==> config.mk <==
export PLATFORM = sky130hd
export DESIGN_NAME = systolic_skew_feeder
export DESIGN_NICKNAME = d
export VERILOG_FILES = /design/src/rtl/pe_array_pkg.sv /design/src/rtl/skew_delay_line.sv /design/src/rtl/systolic_skew_feeder.sv
export SDC_FILE = /design/constraint.sdc
export NUM_CORES = 1
export LEC_CHECK = 0
export BUFFER_PORTS_ARGS = -buffer_cell sky130_fd_sc_hd__buf_2
export CELL_PAD_IN_SITES_DETAIL_PLACEMENT = 0
export CELL_PAD_IN_SITES_GLOBAL_PLACEMENT = 1
export CORE_MARGIN = 5
export CORE_UTILIZATION = 48
export CTS_CLUSTER_SIZE = 24
export DETAILED_ROUTE_END_ITERATION = 10
export MAX_ROUTING_LAYER = met4
export PLACE_DENSITY_LB_ADDON = 0.1
export SKIP_LAST_GASP = 1
export SLEW_MARGIN = 40
export SYNTH_ARGS = -nofsm -noshare
export SYNTH_HDL_FRONTEND = slang
export SYNTH_SLANG_ARGS = --single-unit
export TNS_END_PERCENT = 5
==> constraint.sdc <==
create_clock -name clk -period 2.8 [get_ports clk]
set_input_delay 0.56 -clock clk [delete_from_list [all_inputs] [get_ports clk]]
set_output_delay 0.56 -clock clk [all_outputs]
set_load 0.1 [all_outputs]
==> src/rtl/pe_array_pkg.sv <==
// Shared definitions for the PE array operand path.
//   DW_DEFAULT     : default operand width per lane
//   N_DEFAULT      : default number of PE lanes
//   lane_t         : one lane operand at the default width
//   feeder_state_e : skew feeder tile FSM states
package pe_array_pkg;

  localparam int DW_DEFAULT = 16;
  localparam int N_DEFAULT  = 4;

  typedef logic [DW_DEFAULT-1:0] lane_t;

  typedef enum logic [1:0] {
    IDLE,
    STREAM,
    DRAIN
  } feeder_state_e;

endpackage

==> src/rtl/skew_delay_line.sv <==
// DEPTH-stage shift register with a common enable and asynchronous clear.
// One instance per feeder lane; the depth sets that lane's skew.
//   clk   : rising-edge clock
//   reset : asynchronous active-low clear of every stage
//   en    : shift enable (all stages hold when low)
//   d     : word loaded into stage 0
//   q     : word held in the last stage
module skew_delay_line #(
  parameter int DEPTH = 1,
  parameter int W     = 1
) (
  input  logic         clk,
  input  logic         reset,
  input  logic         en,
  input  logic [W-1:0] d,
  output logic [W-1:0] q
);

  logic [W-1:0] stage_p [DEPTH];

  always_ff @(posedge clk or negedge reset) begin
    if (!reset) begin
      for (int k = 0; k < DEPTH; k++) stage_p[k] <= '0;
    end else if (en) begin
      stage_p[0] <= d;
      for (int k = 1; k < DEPTH; k++) stage_p[k] <= stage_p[k-1];
    end
  end

  assign q = stage_p[DEPTH-1];

endmodule

==> src/rtl/systolic_skew_feeder.sv <==
// Operand feeder for a row of PE lanes. Accepts one N-wide operand vector
// per beat and re-times it into a diagonal wavefront (lane i lags lane 0 by
// i advancing cycles). At tile end the wavefront is drained and tile_done
// pulses as the last element leaves lane N-1.
//   clk       : rising-edge clock
//   reset     : asynchronous active-low reset
//   in_data   : operand vector, lane i = in_data[i*DW +: DW]
//   in_val    : in_data/in_last valid
//   in_last   : final beat of a tile
//   in_rdy    : beat can be accepted this cycle
//   out_data  : skewed operands, same lane slicing as in_data
//   out_val   : per-lane valid
//   out_rdy   : array ready; low stalls the whole feeder
//   busy      : a tile is in flight
//   tile_done : one-cycle pulse as the tile's last element is consumed
module systolic_skew_feeder
  import pe_array_pkg::*;
#(
  parameter int N  = N_DEFAULT,
  parameter int DW = DW_DEFAULT
) (
  input  logic          clk,
  input  logic          reset,
  input  logic [N*DW-1:0] in_data,
  input  logic          in_val,
  input  logic          in_last,
  output logic          in_rdy,
  output logic [N*DW-1:0] out_data,
  output logic [N-1:0]  out_val,
  input  logic          out_rdy,
  output logic          busy,
  output logic          tile_done
);

  localparam int CW = $clog2(N);

  feeder_state_e state_q, state_d;
  logic [CW-1:0] drain_cnt_q, drain_cnt_d;
  logic          adv;
  logic          acc;
  logic          last_out;

  assign adv    = out_rdy;
  assign in_rdy = out_rdy & (state_q != DRAIN);
  assign acc    = in_val & in_rdy;

  // Stage 0 loads a beat or a zeroed bubble; bubbles carry data 0 so a PE
  // that ignores val still accumulates nothing.
  for (genvar i = 0; i < N; i++) begin : g_lane
    if (i == N-1) begin : g_tail
      logic [DW+1:0] d_p0;
      logic [DW+1:0] q_pn;
      assign d_p0 = {acc & in_last, acc, acc ? in_data[i*DW +: DW] : {DW{1'b0}}};
      skew_delay_line #(.DEPTH(i+1), .W(DW+2)) u_dl (
        .clk   (clk),
        .reset (reset),
        .en    (adv),
        .d     (d_p0),
        .q     (q_pn)
      );
      assign last_out              = q_pn[DW+1];
      assign out_val[i]            = q_pn[DW];
      assign out_data[i*DW +: DW]  = q_pn[DW-1:0];
    end else begin : g_body
      logic [DW:0] d_p0;
      logic [DW:0] q_pn;
      assign d_p0 = {acc, acc ? in_data[i*DW +: DW] : {DW{1'b0}}};
      skew_delay_line #(.DEPTH(i+1), .W(DW+1)) u_dl (
        .clk   (clk),
        .reset (reset),
        .en    (adv),
        .d     (d_p0),
        .q     (q_pn)
      );
      assign out_val[i]           = q_pn[DW];
      assign out_data[i*DW +: DW] = q_pn[DW-1:0];
    end
  end

  // Tile FSM: DRAIN lasts N-1 advancing cycles, enough for the last beat to
  // reach lane N-1, so consecutive tiles never overlap on any lane.
  always_ff @(posedge clk or negedge reset) begin
    if (!reset) begin
      state_q     <= IDLE;
      drain_cnt_q <= '0;
    end else begin
      state_q     <= state_d;
      drain_cnt_q <= drain_cnt_d;
    end
  end

  always_comb begin
    state_d     = state_q;
    drain_cnt_d = drain_cnt_q;
    if (adv) begin
      case (state_q)
        IDLE: begin
          if (acc) begin
            state_d     = in_last ? DRAIN : STREAM;
            drain_cnt_d = '0;
          end
        end
        STREAM: begin
          if (acc && in_last) begin
            state_d     = DRAIN;
            drain_cnt_d = '0;
          end
        end
        DRAIN: begin
          if (drain_cnt_q == CW'(N-2)) state_d = IDLE;
          else                          drain_cnt_d = drain_cnt_q + CW'(1);
        end
        default: state_d = IDLE;
      endcase
    end
  end

  assign busy      = (state_q != IDLE);
  assign tile_done = out_val[N-1] & last_out & adv;

endmodule

==> flow_summary.toml <==
[global_routing]
antenna_found_initial = 0
grt_overflow = 0
grt_max_degree = 69
grt_pass1_wl_mm = 20.8
first_global_vias = 4002
grtUsageTotal_pct = 16.5

[critical_path]
max_stage_delay_ns = 0.44
rr_endpoint = "g_lane[2].g_body.u_dl.stage_p[36]$_DFFE_PN0P_"
path_cells = "nand2b_1, and2_1, buf_2"
end_kind = "output pin"
r2r-start = "state_q[0]$_DFFE_PN0P_"
crit_end = "in_rdy"
crit_arrival_ns = 1.63
crit_type = "register to output pin"
timing.critical_path.from = "state_q[0]$_DFFE_PN0P_"
crit_required_ns = 2.24
r2r_cells = 4
cp-start-kind = "register"
critical_path_depth = 3
cp_max_fo = 7
r2r_slack_ns = 1.30
critPathBufInv = 1
cp_slowest_cell = "dfrtp_1"
crit_family = "flip-flops"

[pwr]
seqPwrFrac_pct = 39.2
peakVddDrop_v = 0.000504
p_total_mw = 8.20
combPwrFrac_pct = 31.4
p_int_mw = 5.03
p_per_area_nw_per_um2 = 1050
clockPowerShare_pct = 29.4
leakagePower_nw = 4.10
p_switching_mw = 3.17
swShare_pct = 38.6

[timing]
relSlewSlack_pct = 58.4
drv_slew = 0
finalSetupViolations = 0
finClkSkew_ns = 0.00598
finalHoldViolCount = 0
timing.hold.ws_ns = 0.151
fmax_mhz = 457
tightestPinTransition_ns = 0.624
period_share_pct = 78.1
fin_crit_ns = 2.19
fin_setup_tns_ns = 0
rsz0062_at_grt = "no"

[clocking]
cts_tree = "yes"
cts.sinks = 172
cts-resized-gates = 0
clock-root-buffer = "clkbuf_16"
hold_buffers = 0
clk_latency_ns = 0.41
post_cts_buffers = 0
numCtsBuffers = 17
clock_path_buffers = 2
htreeDepth = 4
path_clk_slew_ns = 0.06

[detailed_routing]
vias_per_cell = 5.17
antenna_left = 0
drtIter0Drc = 163
num_vias = 3759
finalWirelength_mm = 12.5
first_pass_iters = 4
drcViolationCount = 0
post_drt_wl_per_cell_um = 17.2

[die]
coreArea_um2 = 13900
start_util_pct = 48.8
chipHeight_um = 129
fp.dieArea_um2 = 16600
rows = 43
fp.dieW_um = 129
ios = 140

[synthesis]
synth.top_cells.by_count = "dfrtp_1, mux2_2, a22o_1"
synth_cells = 443
syn_area_per_cell_um2 = 15.3
synth_top_cell_area_share_pct = 63.6
synth_most_common_cell = "dfrtp_1"
ys.flop_type = "dfrtp_1"
synth_cell_type_count = 25
synth_area_leader_cell = "dfrtp_1"
synth_edf_count = 0
ys_warn_count = 0
synth.net_count = 513
ys_seq_elements = 172
syn-cell-area_um2 = 6770
ys_async_sr_fraction_pct = 100
seq_area_frac_synth_pct = 63.6
synth_area_leaders = "dfrtp_1, mux2_2, a22o_1"

[worst_hold_path]
min_path_type = "input port to asynchronous set/reset pin"

[final_layout]
syn2layout_area_growth_pct = 15.6
drive_gt1_share_pct = 52.1
final_nets = 604
final_util_pct = 56.4
antenna_cells = 0

[run_status]
status = "finished, final reports clean"

[flow_run]
drv_cap = 0

[placement]
place_hpwl_mm = 8.22
gp_congestion = 0.712
port_buffers = 139
-- power groups by stage --
stage	sequential, mW	combinational [mW]	clock, mW
final	3.21	2.58	2.41
after global placement	3.24	2.57	0
after floorplan	3.45	2.17	0
after detailed placement	3.26	2.60	0
after global routing	3.28	2.69	2.58
after CTS	3.22	2.60	2.47
-- worst reg2reg max path, delay by kind of cell (launching register included) --
| kind | cells | cell delay, ns |
|---|---|---|
| AOI/OAI and AO/OA | 1 | 0.24 |
| buffers and inverters | 1 | 0.39 |
| DFF | 1 | 0.44 |
| and+or+nand+nor | 2 | 0.36 |
-- metrics by stage --
stage          std cells  area [um^2]  setup WS, ns
3_3_place_gp         695         7220         0.697
5_1_grt              727         7830         0.508
3_5_place_dp         695         7220         0.654
2_1_floorplan        443         6770         0.398
6_report             727         7830         0.613
4_1_cts              727         7830         0.596
-- cell families (layout without fill, tap and decap cells) --
group | count (synthesis) | in the layout | synth area share, %
flip-flops | 172 | 172 | 63.6
multiplexers | 102 | 102 | 17.0
buffers and inverters | 80 | 184 | 8.60
AO/OA/AOI/OAI | 75 | 75 | 9.47
AND/OR/NAND/NOR | 13 | 13 | 1.18
adder cells (fa/ha/maj) | 1 | 1 | 0.185
-- cell type report --
cell class                      instances  area, um^2
Fill cell                            1185        6060
Sequential cell                       172        4300
Multi-Input combinational cell        191        1880
Timing Repair Buffer                  150         800
Clock buffer                           19         433
Tap cell                              180         225
Clock inverter                         13         174
Inverter                                2        7.51
-- flip-flops by register name, indices dropped and copies added, names as in the netlist --
signal	cells
state_q	2
g_lane.g_tail.u_dl.stage_p	54
drain_cnt_q	2
g_lane.g_body.u_dl.stage_p	48
g_lane.g_body.u_dl.q	48
g_lane.g_tail.u_dl.q	18
-- routing by layer --
metal  track usage [%]  part of all wire (%)  vias up
li1                  -                     -     1710
met4              6.18                   1.7        0
met3              3.82                   4.9       19
met5                 -                     0        -
met1              22.1                    47     1931
met2              24.6                    46       99
-- how the worst min path moves through the flow --
stage                                                    end  depth (start not counted)                                           from  slack [ns]
3_3_place_gp   g_lane[3].g_tail.u_dl.stage_p[30]$_DFFE_PN0P_                          1  g_lane[3].g_tail.u_dl.stage_p[48]$_DFFE_PN0P_        0.48
4_1_cts              g_lane[2].g_body.u_dl.q[15]$_DFFE_PN0P_                          1                                          reset        0.16
3_5_place_dp   g_lane[3].g_tail.u_dl.stage_p[70]$_DFFE_PN0P_                          1  g_lane[3].g_tail.u_dl.stage_p[70]$_DFFE_PN0P_        0.49
5_1_grt              g_lane[2].g_body.u_dl.q[15]$_DFFE_PN0P_                          1                                          reset        0.20
6_report             g_lane[2].g_body.u_dl.q[15]$_DFFE_PN0P_                          1                                          reset        0.15
2_1_floorplan                     drain_cnt_q[0]$_DFFE_PN0P_                          0                                          reset        0.26
-- placed cells by master, fill, tap and decap left out, types with 2 or more instances in the layout --
master,n
buf_2,137
clkbuf_16,17
clkbuf_1,2
clkinv_2,6
a22o_1,66
a21o_1,2
bufinv_16,4
nand2b_1,3
mux2_2,102
o21ai_0,3
buf_4,11
dfrtp_1,172
clkinvlp_4,2
nand2_1,4
No activity file was read; power rests on OpenSTA's default activity.
